--- config.mk ---
export PLATFORM = sky130hd
export DESIGN_NAME = nova_io_master_flat
export DESIGN_NICKNAME = d
export VERILOG_FILES = /design/src/rtl/nova_io_master_if.sv /design/src/rtl/nova_io_master.sv /design/src/flat_wrapper.sv
export SDC_FILE = /design/constraint.sdc
export NUM_CORES = 1
export LEC_CHECK = 0
export ABC_AREA = 1
export CAP_MARGIN = 5
export CORE_AREA = 2 2 83 85
export DETAILED_ROUTE_END_ITERATION = 10
export DIE_AREA = 0 0 85 87
export GPL_ROUTABILITY_DRIVEN = 1
export PLACE_DENSITY_LB_ADDON = 0.05
export SETUP_SLACK_MARGIN = 0.5
export SLEW_MARGIN = 20
export SYNTH_ARGS = -nofsm -noshare
export SYNTH_HDL_FRONTEND = slang
export SYNTH_SLANG_ARGS = --single-unit
--- constraint.sdc ---
create_clock -name pclk -period 5.9 [get_ports pclk]
set_input_delay 1.18 -clock pclk [delete_from_list [all_inputs] [get_ports pclk]]
set_output_delay 1.18 -clock pclk [all_outputs]
set_load 0.05 [all_outputs]
--- src/rtl/nova_io_master_if.sv ---
// Control-unit handshake and device-bus signals of the Nova I/O master.
// All vectors use Nova bit order: bit 0 is the most significant bit.
interface nova_io_master_if;
  logic         io_req;
  logic [0:15]  io_ir;
  logic [0:15]  io_acin;
  logic         io_busy;
  logic         io_ack;
  logic         io_acwe;
  logic [0:15]  io_acout;
  logic         io_skip;
  logic         io_err;
  logic         bs_stb;
  logic         bs_we;
  logic [0:7]   bs_adr;
  logic [0:15]  bs_dout;
  logic [0:15]  bs_din;

  modport master (
    input  io_req, io_ir, io_acin, bs_din,
    output io_busy, io_ack, io_acwe, io_acout, io_skip, io_err,
           bs_stb, bs_we, bs_adr, bs_dout
  );

  modport slave (
    output io_req, io_ir, io_acin, bs_din,
    input  io_busy, io_ack, io_acwe, io_acout, io_skip, io_err,
           bs_stb, bs_we, bs_adr, bs_dout
  );
endinterface

--- src/rtl/nova_io_master.sv ---
// Nova I/O bus master: runs NIO/DIx/DOx/SKP as strobed device-bus cycles.
// Optional macro NOVA_IOM_ILLEGAL_EN: non-I/O opcodes complete with io_err, no bus cycle.
module nova_io_master #(
  parameter int unsigned RD_LAT = 1
) (
  input logic              pclk,
  input logic              prst,
  nova_io_master_if.master iom
);
  localparam int unsigned LAT_W = 3;

  typedef enum logic [2:0] {IDLE, XFER, RWAIT, CTRL, DONE} state_t;

  state_t           state_q, state_d;
  logic             accept;
  logic [2:0]       xfer_q, xfer_d;
  logic [1:0]       f_q, f_d;
  logic [5:0]       dev_q, dev_d;
  logic [0:15]      ac_q, ac_d;
  logic             ill_q, ill_d;
  logic [LAT_W-1:0] cnt_q, cnt_d;

  logic             is_rd, is_wr, is_skp;
  logic [1:0]       op;
  logic             skp_hit;
  logic             unused_ir;

  logic             stb_q, stb_d, we_q, we_d;
  logic [0:7]       adr_q, adr_d;
  logic [0:15]      dout_q, dout_d, acout_q, acout_d;
  logic             busy_q, busy_d, ack_q, ack_d, acwe_q, acwe_d;
  logic             skip_q, skip_d, err_q, err_d;

  // Instruction fields are captured once on acceptance and held to completion.
  assign accept    = (state_q == IDLE) && iom.io_req;
  assign xfer_d    = accept ? iom.io_ir[5:7]   : xfer_q;
  assign f_d       = accept ? iom.io_ir[8:9]   : f_q;
  assign dev_d     = accept ? iom.io_ir[10:15] : dev_q;
  assign ac_d      = accept ? iom.io_acin      : ac_q;
  assign unused_ir = ^iom.io_ir[0:4];
`ifdef NOVA_IOM_ILLEGAL_EN
  assign ill_d     = accept ? (iom.io_ir[0:2] != 3'b011) : ill_q;
`else
  assign ill_d     = 1'b0;
`endif

  always_comb begin
    is_rd  = 1'b0;
    is_wr  = 1'b0;
    is_skp = 1'b0;
    op     = 2'b00;
    case (xfer_d)
      3'b001:  begin is_rd = 1'b1; op = 2'b01; end
      3'b011:  begin is_rd = 1'b1; op = 2'b10; end
      3'b101:  begin is_rd = 1'b1; op = 2'b11; end
      3'b010:  begin is_wr = 1'b1; op = 2'b01; end
      3'b100:  begin is_wr = 1'b1; op = 2'b10; end
      3'b110:  begin is_wr = 1'b1; op = 2'b11; end
      3'b111:  is_skp = 1'b1;
      default: op = 2'b00;
    endcase
  end

  // Flags word: bit 0 BUSY, bit 1 DONE.
  always_comb begin
    case (f_d)
      2'b00:   skp_hit = iom.bs_din[0];
      2'b01:   skp_hit = !iom.bs_din[0];
      2'b10:   skp_hit = iom.bs_din[1];
      default: skp_hit = !iom.bs_din[1];
    endcase
  end

  // Next state plus next-cycle output values (outputs are registered with the state).
  always_comb begin
    state_d = state_q;
    cnt_d   = cnt_q;
    acout_d = acout_q;
    skip_d  = 1'b0;
    stb_d   = 1'b0;
    we_d    = 1'b0;
    adr_d   = 8'h00;
    dout_d  = 16'h0000;
    ack_d   = 1'b0;
    acwe_d  = 1'b0;
    err_d   = 1'b0;

    case (state_q)
      IDLE: begin
        if (accept) begin
          if (ill_d)                          state_d = DONE;
          else if (!is_rd && !is_wr && !is_skp) state_d = (f_d != 2'b00) ? CTRL : DONE;
          else                                state_d = XFER;
        end
      end
      XFER: begin
        if (is_wr) begin
          state_d = (f_d != 2'b00) ? CTRL : DONE;
        end else begin
          state_d = RWAIT;
          cnt_d   = LAT_W'(RD_LAT - 32'd1);
        end
      end
      RWAIT: begin
        if (cnt_q == '0) begin
          if (is_rd)  acout_d = iom.bs_din;
          if (is_skp) skip_d  = skp_hit;
          state_d = (is_rd && (f_d != 2'b00)) ? CTRL : DONE;
        end else begin
          cnt_d = cnt_q - LAT_W'(1);
        end
      end
      CTRL:    state_d = DONE;
      DONE:    state_d = IDLE;
      default: state_d = IDLE;
    endcase

    case (state_d)
      XFER: begin
        stb_d  = 1'b1;
        we_d   = is_wr;
        adr_d  = {dev_d, op};
        dout_d = is_wr ? ac_d : 16'h0000;
      end
      CTRL: begin
        stb_d  = 1'b1;
        we_d   = 1'b1;
        adr_d  = {dev_d, 2'b00};
        dout_d = {14'b0, f_d};
      end
      DONE: begin
        ack_d  = 1'b1;
        acwe_d = is_rd && !ill_d;
        err_d  = ill_d;
      end
      default: ;
    endcase
  end

  assign busy_d = (state_d != IDLE);

  always_ff @(posedge pclk) begin
    if (prst) begin
      state_q <= IDLE;
      xfer_q  <= 3'b000;
      f_q     <= 2'b00;
      dev_q   <= 6'h00;
      ac_q    <= 16'h0000;
      ill_q   <= 1'b0;
      cnt_q   <= '0;
      stb_q   <= 1'b0;
      we_q    <= 1'b0;
      adr_q   <= 8'h00;
      dout_q  <= 16'h0000;
      busy_q  <= 1'b0;
      ack_q   <= 1'b0;
      acwe_q  <= 1'b0;
      acout_q <= 16'h0000;
      skip_q  <= 1'b0;
      err_q   <= 1'b0;
    end else begin
      state_q <= state_d;
      xfer_q  <= xfer_d;
      f_q     <= f_d;
      dev_q   <= dev_d;
      ac_q    <= ac_d;
      ill_q   <= ill_d;
      cnt_q   <= cnt_d;
      stb_q   <= stb_d;
      we_q    <= we_d;
      adr_q   <= adr_d;
      dout_q  <= dout_d;
      busy_q  <= busy_d;
      ack_q   <= ack_d;
      acwe_q  <= acwe_d;
      acout_q <= acout_d;
      skip_q  <= skip_d;
      err_q   <= err_d;
    end
  end

  assign iom.bs_stb   = stb_q;
  assign iom.bs_we    = we_q;
  assign iom.bs_adr   = adr_q;
  assign iom.bs_dout  = dout_q;
  assign iom.io_busy  = busy_q;
  assign iom.io_ack   = ack_q;
  assign iom.io_acwe  = acwe_q;
  assign iom.io_acout = acout_q;
  assign iom.io_skip  = skip_q;
  assign iom.io_err   = err_q;
endmodule

--- src/flat_wrapper.sv ---
// flat-port wrapper written by rule: the top's interface ports become plain ports
module nova_io_master_flat 
#(
  parameter int unsigned RD_LAT = 1
)
  (pclk, prst, iom_io_req, iom_io_ir, iom_io_acin, iom_bs_din, iom_io_busy, iom_io_ack, iom_io_acwe, iom_io_acout, iom_io_skip, iom_io_err, iom_bs_stb, iom_bs_we, iom_bs_adr, iom_bs_dout);
  nova_io_master_if iom_i ();
  input logic pclk;
  input logic prst;
  input wire logic [$bits(iom_i.io_req)-1:0] iom_io_req;
  input wire logic [$bits(iom_i.io_ir)-1:0] iom_io_ir;
  input wire logic [$bits(iom_i.io_acin)-1:0] iom_io_acin;
  input wire logic [$bits(iom_i.bs_din)-1:0] iom_bs_din;
  output wire logic [$bits(iom_i.io_busy)-1:0] iom_io_busy;
  output wire logic [$bits(iom_i.io_ack)-1:0] iom_io_ack;
  output wire logic [$bits(iom_i.io_acwe)-1:0] iom_io_acwe;
  output wire logic [$bits(iom_i.io_acout)-1:0] iom_io_acout;
  output wire logic [$bits(iom_i.io_skip)-1:0] iom_io_skip;
  output wire logic [$bits(iom_i.io_err)-1:0] iom_io_err;
  output wire logic [$bits(iom_i.bs_stb)-1:0] iom_bs_stb;
  output wire logic [$bits(iom_i.bs_we)-1:0] iom_bs_we;
  output wire logic [$bits(iom_i.bs_adr)-1:0] iom_bs_adr;
  output wire logic [$bits(iom_i.bs_dout)-1:0] iom_bs_dout;
  assign iom_i.io_req = iom_io_req;
  assign iom_i.io_ir = iom_io_ir;
  assign iom_i.io_acin = iom_io_acin;
  assign iom_i.bs_din = iom_bs_din;
  assign iom_io_busy = iom_i.io_busy;
  assign iom_io_ack = iom_i.io_ack;
  assign iom_io_acwe = iom_i.io_acwe;
  assign iom_io_acout = iom_i.io_acout;
  assign iom_io_skip = iom_i.io_skip;
  assign iom_io_err = iom_i.io_err;
  assign iom_bs_stb = iom_i.bs_stb;
  assign iom_bs_we = iom_i.bs_we;
  assign iom_bs_adr = iom_i.bs_adr;
  assign iom_bs_dout = iom_i.bs_dout;
  nova_io_master #(.RD_LAT(RD_LAT)) u_core (.pclk(pclk), .prst(prst), .iom(iom_i));
endmodule
==> results of run 1 <==
## area by class of cell
| cell class | count | area, sq um |
|---|---|---|
| fillers | 552 | 2280 |
| repair buffers | 93 | 926 |
| clock inverters | 7 | 97.6 |
| clock buffers | 9 | 124 |
| well taps | 80 | 100 |
| flip-flops and latches | 79 | 1580 |
| multi-input cells | 244 | 1270 |
| inverters | 52 | 195 |
## cells by family (layout without fill, tap and decap cells)
| group | count (synthesis) | count (layout) | share of synthesized area |
|---|---|---|---|
| buffers and inverters | 67 | 161 | 0.0884 |
| and+or+nand+nor | 202 | 202 | 0.320 |
| AOI/OAI and AO/OA | 33 | 33 | 0.0544 |
| DFF | 79 | 79 | 0.506 |
| other | 1 | 1 | 0.00120 |
| muxes | 2 | 2 | 0.00640 |
| adders and majority gates | 6 | 6 | 0.0240 |
## cell usage after synthesis
cell,number,share of area
nand2_1,46,0.055
nand4_1,2,0.0040
nand2_4,2,0.0072
mux2i_1,2,0.0064
dfxtp_1,79,0.51
o21ai_0,23,0.037
buf_2,2,0.0032
nor2_2,1,0.0020
nor3b_1,2,0.0048
o21a_1,1,0.0024
nand3b_1,1,0.0024
nand2_2,7,0.014
nand3_2,1,0.0032
nor2_8,1,0.0064
or2_2,3,0.0060
inv_1,52,0.062
buf_8,1,0.0048
nor2_1,83,0.10
ha_1,6,0.024
conb_1,1,0.0012
nor2_4,13,0.047
nor3_1,23,0.037
a211oi_1,1,0.0024
clkbuf_1,10,0.012
nand3_1,16,0.026
nand3_4,1,0.0056
a21oi_1,8,0.013
buf_6,1,0.0036
buf_4,1,0.0024
## registers in the layout (all words and copies together), names as in the netlist
register and flops:
u_core.ac_q 16, u_core.cnt_q 3, u_core.dev_q 6, u_core.f_q 2, u_core.iom.bs_adr 8, u_core.iom.bs_dout 16
u_core.iom.bs_stb 1, u_core.iom.bs_we 1, u_core.iom.io_ack 1, u_core.iom.io_acout 16, u_core.iom.io_acwe 1, u_core.iom.io_busy 1
u_core.iom.io_skip 1, u_core.state_q 3, u_core.xfer_q 3
## per-layer routing
| layer | vias up | part of all wire |
|---|---|---|
| met5 | - | 0 |
| met4 | 0 | 0.0079 |
| met3 | 4 | 0.075 |
| met2 | 74 | 0.45 |
| met1 | 1151 | 0.46 |
| li1 | 1381 | - |
## metrics by stage
stage               setup slack (ns)  power, W   util
global placement                1.14   0.00157  0.620
detailed placement              1.12   0.00159  0.620
global route                    1.10   0.00215  0.654
finish                          1.54   0.00201  0.654
floorplan                       2.43   0.00137      -
CTS                             1.48   0.00203  0.654
## power by group through the flow
stage / clock [W] / sequential, W / combinational, W
after floorplan: 0 / 0.000843 / 0.000527
final: 0.000438 / 0.000674 / 0.000895
after CTS: 0.000450 / 0.000674 / 0.000907
after detailed placement: 0 / 0.000687 / 0.000902
after global routing: 0.000470 / 0.000683 / 0.000995
after global placement: 0 / 0.000684 / 0.000891
## path summary, 6_finish.rpt
| path | to |
|---|---|
| worst max register to register | u_core.iom.io_acout[8]$_SDFFE_PP0P_ |
| worst min register to register | u_core.cnt_q[2]$_SDFFE_PP0P_ |
| worst max-delay path | u_core.iom.io_acout[8]$_SDFFE_PP0P_ |
| worst min-delay path | u_core.cnt_q[2]$_SDFFE_PP0P_ |
## critical path, stage by stage
cell and delay [ns]:
clkdlybuf4s50_1 0.45, inv_1 0.06, nor2_4 0.18, nand2_4 0.26, inv_1 0.34, or2_2 0.17
o21ai_0 0.18, inv_1 0.14, ha_1 0.21, nand3_1 0.11, nand2_1 0.10, inv_1 0.07
nor2_2 0.48, inv_1 0.40, nor2_1 0.18, nor2_1 0.06
==> qor.yml, run 1 <==
status:
  status: "completed"
pwr:
  p_switching_w: 0.000842
  switching_share: 0.420
  power_frac_seq: 0.336
  p_per_area_mw_per_mm2: 467
  power.leakage_nw: 1.85
  combinationalPowerShare: 0.446
  internal_power_w: 0.00116
  p_clk_frac: 0.218
  vdd_drop_max_uv: 249
clocking:
  cts_tree: "yes"
  clk_pin_slew_worst_paths_ns: 0.08
  cts_resized: 0
  clk_latency_ns: 0.35
  h-tree-depth: 3
  cts.sinks: 79
  clockBufferDepth: 2
  cts_setup_buffers: 0
  cts-root-buf: "clkbuf_8"
  numCtsBuffers: 9
  holdBufCountCts: 0
min_path:
  hp-start: "u_core.cnt_q[2]$_SDFFE_PP0P_"
  whs_path_depth: 2
  hp-class: "register to register"
place:
  io_buffer_count: 91
  place_congestion: 0.800
  dp_cells: 548
  dpl.hpwl_um: 4400
  place_area_sq_mm: 0.00407
worst_setup_path:
  path_class: "input pin to register"
  cp_max_fo: 32
  rr_startpoint: "u_core.state_q[1]$_SDFF_PP0_"
  r2r_slack_ns: 2.49
  ff2ff_path_depth: 14
  required_ns: 6.14
  cp-start-kind: "input pin"
  crit_path_start: "iom_io_req"
  arrival_ns: 4.60
  endpoint_kind: "register"
synthesis:
  synth_nets: 447
  synth.distinct_cells: 29
  synth_seq_area_share: 0.506
  yosys_warnings: 0
  syn-cell-area_sq_mm: 0.00313
  avgSynthCellArea_sq_um: 8.02
  synth-seq-cells: 79
  netlist_instances: 390
finish:
  final_cell_count_no_fill: 564
  final_common_cell: "clkdlybuf4s50_1"
  finalInstanceArea_sq_mm: 0.00429
  fin_nets: 536
  layout_common_cells: "clkdlybuf4s50_1 (91), nor2_1 (83), dfxtp_1 (79)"
  drive_gt1_frac: 0.0971
  syn2layout_area_growth_pct: 37.3
  antennaDiodeCount: 0
routing:
  firstDrtPassIters: 4
  drt-total-wl_um: 6350
  drcViolationCount: 0
  drtIter0Drc: 75
  routedWlPerCell_um: 11.3
  vias: 2610
  antenna_left: 0
  post_drt_via_cell_ratio: 4.63
global_routing:
  global_route.usage.met2: 0.295
  grtUsageMet3: 0.0682
  grt_pass1_vias: 2417
  grt_use_total: 0.177
  grt_max_degree: 41
  grt-busiest-layer: "met2"
  antenna_found_initial: 0
  grtUsageMet1: 0.213
  grt_pass1_wl_um: 10500
  overflow: 0
die:
  start_util: 0.476
  coreArea_sq_mm: 0.00657
  row_count: 30
  fp.dieW_um: 85
  fp.dieArea_sq_mm: 0.00740
  die_y_um: 87
  ioPinCount: 98
timing:
  fmax_mhz: 229
  rsz0062_at_grt: "false"
  drv_slew: 0
  fin_tns_setup_ns: 0
  layout_min_cycle_time_ns: 4.36
  timing.hold.ws_ns: 0.467
  clock_skew_ns: 0.00780
  fin_crit_sh: 0.739
  max_slew_margin: 0.585
  finalSetupViolations: 0
  tightestPinTransition_ns: 0.622
  hold_viol: 0
job:
  drv_cap: 0
No activity file was read; power rests on OpenSTA's default activity.
==> inputs of run 2 (changes only) <==
--- a/config.mk
+++ b/config.mk
@@ -7,9 +7,9 @@
 export LEC_CHECK = 0
 export ABC_AREA = 1
 export CAP_MARGIN = 5
-export CORE_AREA = 2 2 83 85
+export CORE_AREA = 2 2 90 92
 export DETAILED_ROUTE_END_ITERATION = 10
-export DIE_AREA = 0 0 85 87
+export DIE_AREA = 0 0 92 94
 export GPL_ROUTABILITY_DRIVEN = 1
 export PLACE_DENSITY_LB_ADDON = 0.05
 export SETUP_SLACK_MARGIN = 0.5
==> constraint.sdc (replaced) <==
create_clock -name pclk -period 3.55 [get_ports pclk]
set_input_delay 0.71 -clock pclk [delete_from_list [all_inputs] [get_ports pclk]]
set_output_delay 0.71 -clock pclk [all_outputs]
set_load 0.05 [all_outputs]
==> qor.yml, run 2 (synthesis gave the netlist of run 1 again) <==
worst_setup_path:
  cp_max_fo: 5  # -84%
  path_buf_inv: 6  # unchanged
  slowest_delay_ns: 0.39  # -0.09 ns
  required_ns: 3.84  # -2.30 ns
  cp-start-kind: "input pin"
  crit_family: "simple AND/OR/NAND/NOR gates"
  cpMostUsedCell: "inv_1"
  arrival_ns: 3.16  # -1.44 ns
  path_cells: "clkdlybuf4s50_1 -> inv_1 -> nor2_4 -> nand2_4 -> inv_2 -> or2_2 -> o21ai_0 -> buf_4 -> inv_1 -> ha_1 -> nor3_2 -> nand4_1 -> nand2_4 -> inv_1 -> nand2_1 -> nand3_1 -> a21oi_1"
  endpoint_kind: "register"
  crit_slowest_cell: "clkdlybuf4s50_1"
  rr_startpoint: "u_core.state_q[2]$_SDFF_PP0_"
  r2r_slack_ns: 1.07  # -1.42 ns
  rr_endpoint: "u_core.iom.bs_dout[14]$_SDFF_PP0_"
  ff2ff_path_depth: 15  # +1
  path_class: "input pin to register"
routing:
  vias: 2691  # +3.1%
  antenna_left: 0  # unchanged
  post_drt_via_cell_ratio: 4.52  # -2.3%
  routedWlPerCell_um: 11.5  # +2.3%
  drt-total-wl_um: 6850  # +7.9%
  drtIter0Drc: 86  # +15%
  drcViolationCount: 0  # unchanged
  firstDrtPassIters: 4  # unchanged
global_routing:
  grt_pass1_vias: 2584  # +6.9%
  grt_pass1_wl_um: 11600  # +10%
  overflow: 0  # unchanged
  grt_use_total: 0.170  # -0.00714
  grt_max_degree: 35  # -15%
  antenna_found_initial: 0  # unchanged
finish:
  layout_common_cells: "clkdlybuf4s50_1 (91), nor2_1 (82), dfxtp_1 (79)"
  fin_util: 0.578  # -0.0759
  final_common_cell: "clkdlybuf4s50_1"
  fin_nets: 545  # +1.7%
  drive_gt1_frac: 0.122  # +0.0246
  antennaDiodeCount: 0  # unchanged
  final_cell_count_no_fill: 595  # +5.5%
  n_fill_cell: 750  # +36%
  syn2layout_area_growth_pct: 40.5
timing:
  layout_min_cycle_time_ns: 2.87
  fin_crit_sh: 0.810
  fmax_mhz: 348
  finalSetupViolations: 0  # unchanged
  tightestPinTransition_ns: 0.542  # -0.0800 ns
  rsz0062_at_grt: "false"
  max_slew_margin: 0.638  # +0.0534
  clock_skew_ns: 0.0138  # +0.00601 ns
  drv_slew: 0  # unchanged
  fin_tns_setup_ns: 0  # unchanged
  hold_viol: 0  # unchanged
min_path:
  whs_path_depth: 2  # unchanged
  hp-start: "u_core.cnt_q[2]$_SDFFE_PP0P_"
  hp-class: "register to register"
  hold_end: "u_core.cnt_q[2]$_SDFFE_PP0P_"
pwr:
  vdd_drop_max_uv: 353  # +42%
  p_switching_w: 0.00145  # +72%
  power.leakage_nw: 1.90  # +2.2%
  p_per_area_mw_per_mm2: 776  # +66%
  p_clk_frac: 0.201  # -0.017
  combinationalPowerShare: 0.470  # +0.024
  power.total_w: 0.00341  # +70%
  power_frac_seq: 0.329  # -0.007
  internal_power_w: 0.00197  # +69%
  switching_share: 0.424  # +0.00425
die:
  ioPinCount: 98  # unchanged
  coreArea_sq_mm: 0.00761  # +16%
  fp.dieW_um: 92  # +8.2%
  fp.dieArea_sq_mm: 0.00865  # +17%
  die_y_um: 94  # +8.0%
  start_util: 0.411  # -0.0650
  row_count: 32  # +6.7%
clocking:
  cts.sinks: 79  # unchanged
  h-tree-depth: 3  # unchanged
  numCtsBuffers: 9  # unchanged
  holdBufCountCts: 0  # unchanged
  clk_latency_ns: 0.35  # about the same
  cts_tree: "yes"
  clockBufferDepth: 2  # unchanged
  clk_pin_slew_worst_paths_ns: 0.09  # about the same
  cts-root-buf: "clkbuf_8"
job:
  drv_cap: 0  # unchanged
place:
  io_buffer_count: 91  # unchanged
  dpl.hpwl_um: 4800  # +8.9%
  dp_cells: 579  # +5.7%
  place_congestion: 0.871  # +8.9%
status:
  status: "completed"
==> run 2: area by class of cell <==
type	count	area, sq um	share of cell area
multi-input cells	244	1280	0.291
repair buffers	102	1010	0.229
inverters	52	195	0.0444
well taps	102	128	0.0290
clock inverters	6	67.6	0.0154
flip-flops and latches	79	1580	0.360
clock buffers	10	138	0.0313
==> run 2: repair_timing <==
action,in CTS,in global routing
gates resized for setup,0,4
setup buffers,0,0
setup endpoints to repair,0,31
hold endpoints to repair,0,0
==> run 2: power by group through the flow <==
stage                     registers, W  clock network (W)  logic (W)
after floorplan                0.00140                  0   0.000877
after global placement         0.00114                  0    0.00158
after detailed placement       0.00114                  0    0.00160
after CTS                      0.00112           0.000707    0.00161
after global routing           0.00114           0.000745    0.00178
final                          0.00112           0.000685    0.00160
==> run 2: stage by stage <==
stage          hold WS [ns]  worst slack (ns)  area, sq um
4_1_cts               0.472             0.572         4380
6_report              0.469             0.675         4390
3_5_place_dp          0.459             0.187         4180
5_1_grt               0.495             0.507         4390
3_3_place_gp          0.447             0.236         4180
2_1_floorplan         0.433             0.548         3130
==> run 2: layer usage <==
layer,track usage,vias up,routed length [um]
met4,0.0746,0,126
met2,0.283,71,3200
met1,0.200,1213,3090
met5,0,-,0
met3,0.0578,12,427
li1,-,1395,-
==> run 2: worst reg2reg max path, stage by stage (launching register included) <==
cell	delay, ns
dfxtp_1	0.40
nor2_4	0.09
nand2_4	0.10
inv_2	0.06
or2_2	0.26
o21ai_0	0.08
buf_4	0.15
inv_1	0.05
ha_1	0.21
nor3_2	0.26
nand4_1	0.18
nand2_4	0.13
inv_1	0.04
nand2_1	0.15
nand3_1	0.11
a21oi_1	0.15
==> run 2: worst max-delay path by stage <==
stage | from | to | slack, ns | cells past startpoint
global placement | iom_io_req | u_core.iom.bs_dout[10]$_SDFF_PP0_ | 0.24 | 17
detailed placement | iom_io_req | u_core.iom.bs_dout[15]$_SDFF_PP0_ | 0.19 | 17
CTS | iom_io_req | u_core.iom.bs_dout[15]$_SDFF_PP0_ | 0.57 | 17
global route | iom_io_req | u_core.iom.bs_dout[11]$_SDFF_PP0_ | 0.51 | 20
floorplan | iom_io_req | u_core.iom.bs_dout[0]$_SDFF_PP0_ | 0.55 | 15
finish | iom_io_req | u_core.iom.bs_dout[14]$_SDFF_PP0_ | 0.68 | 17
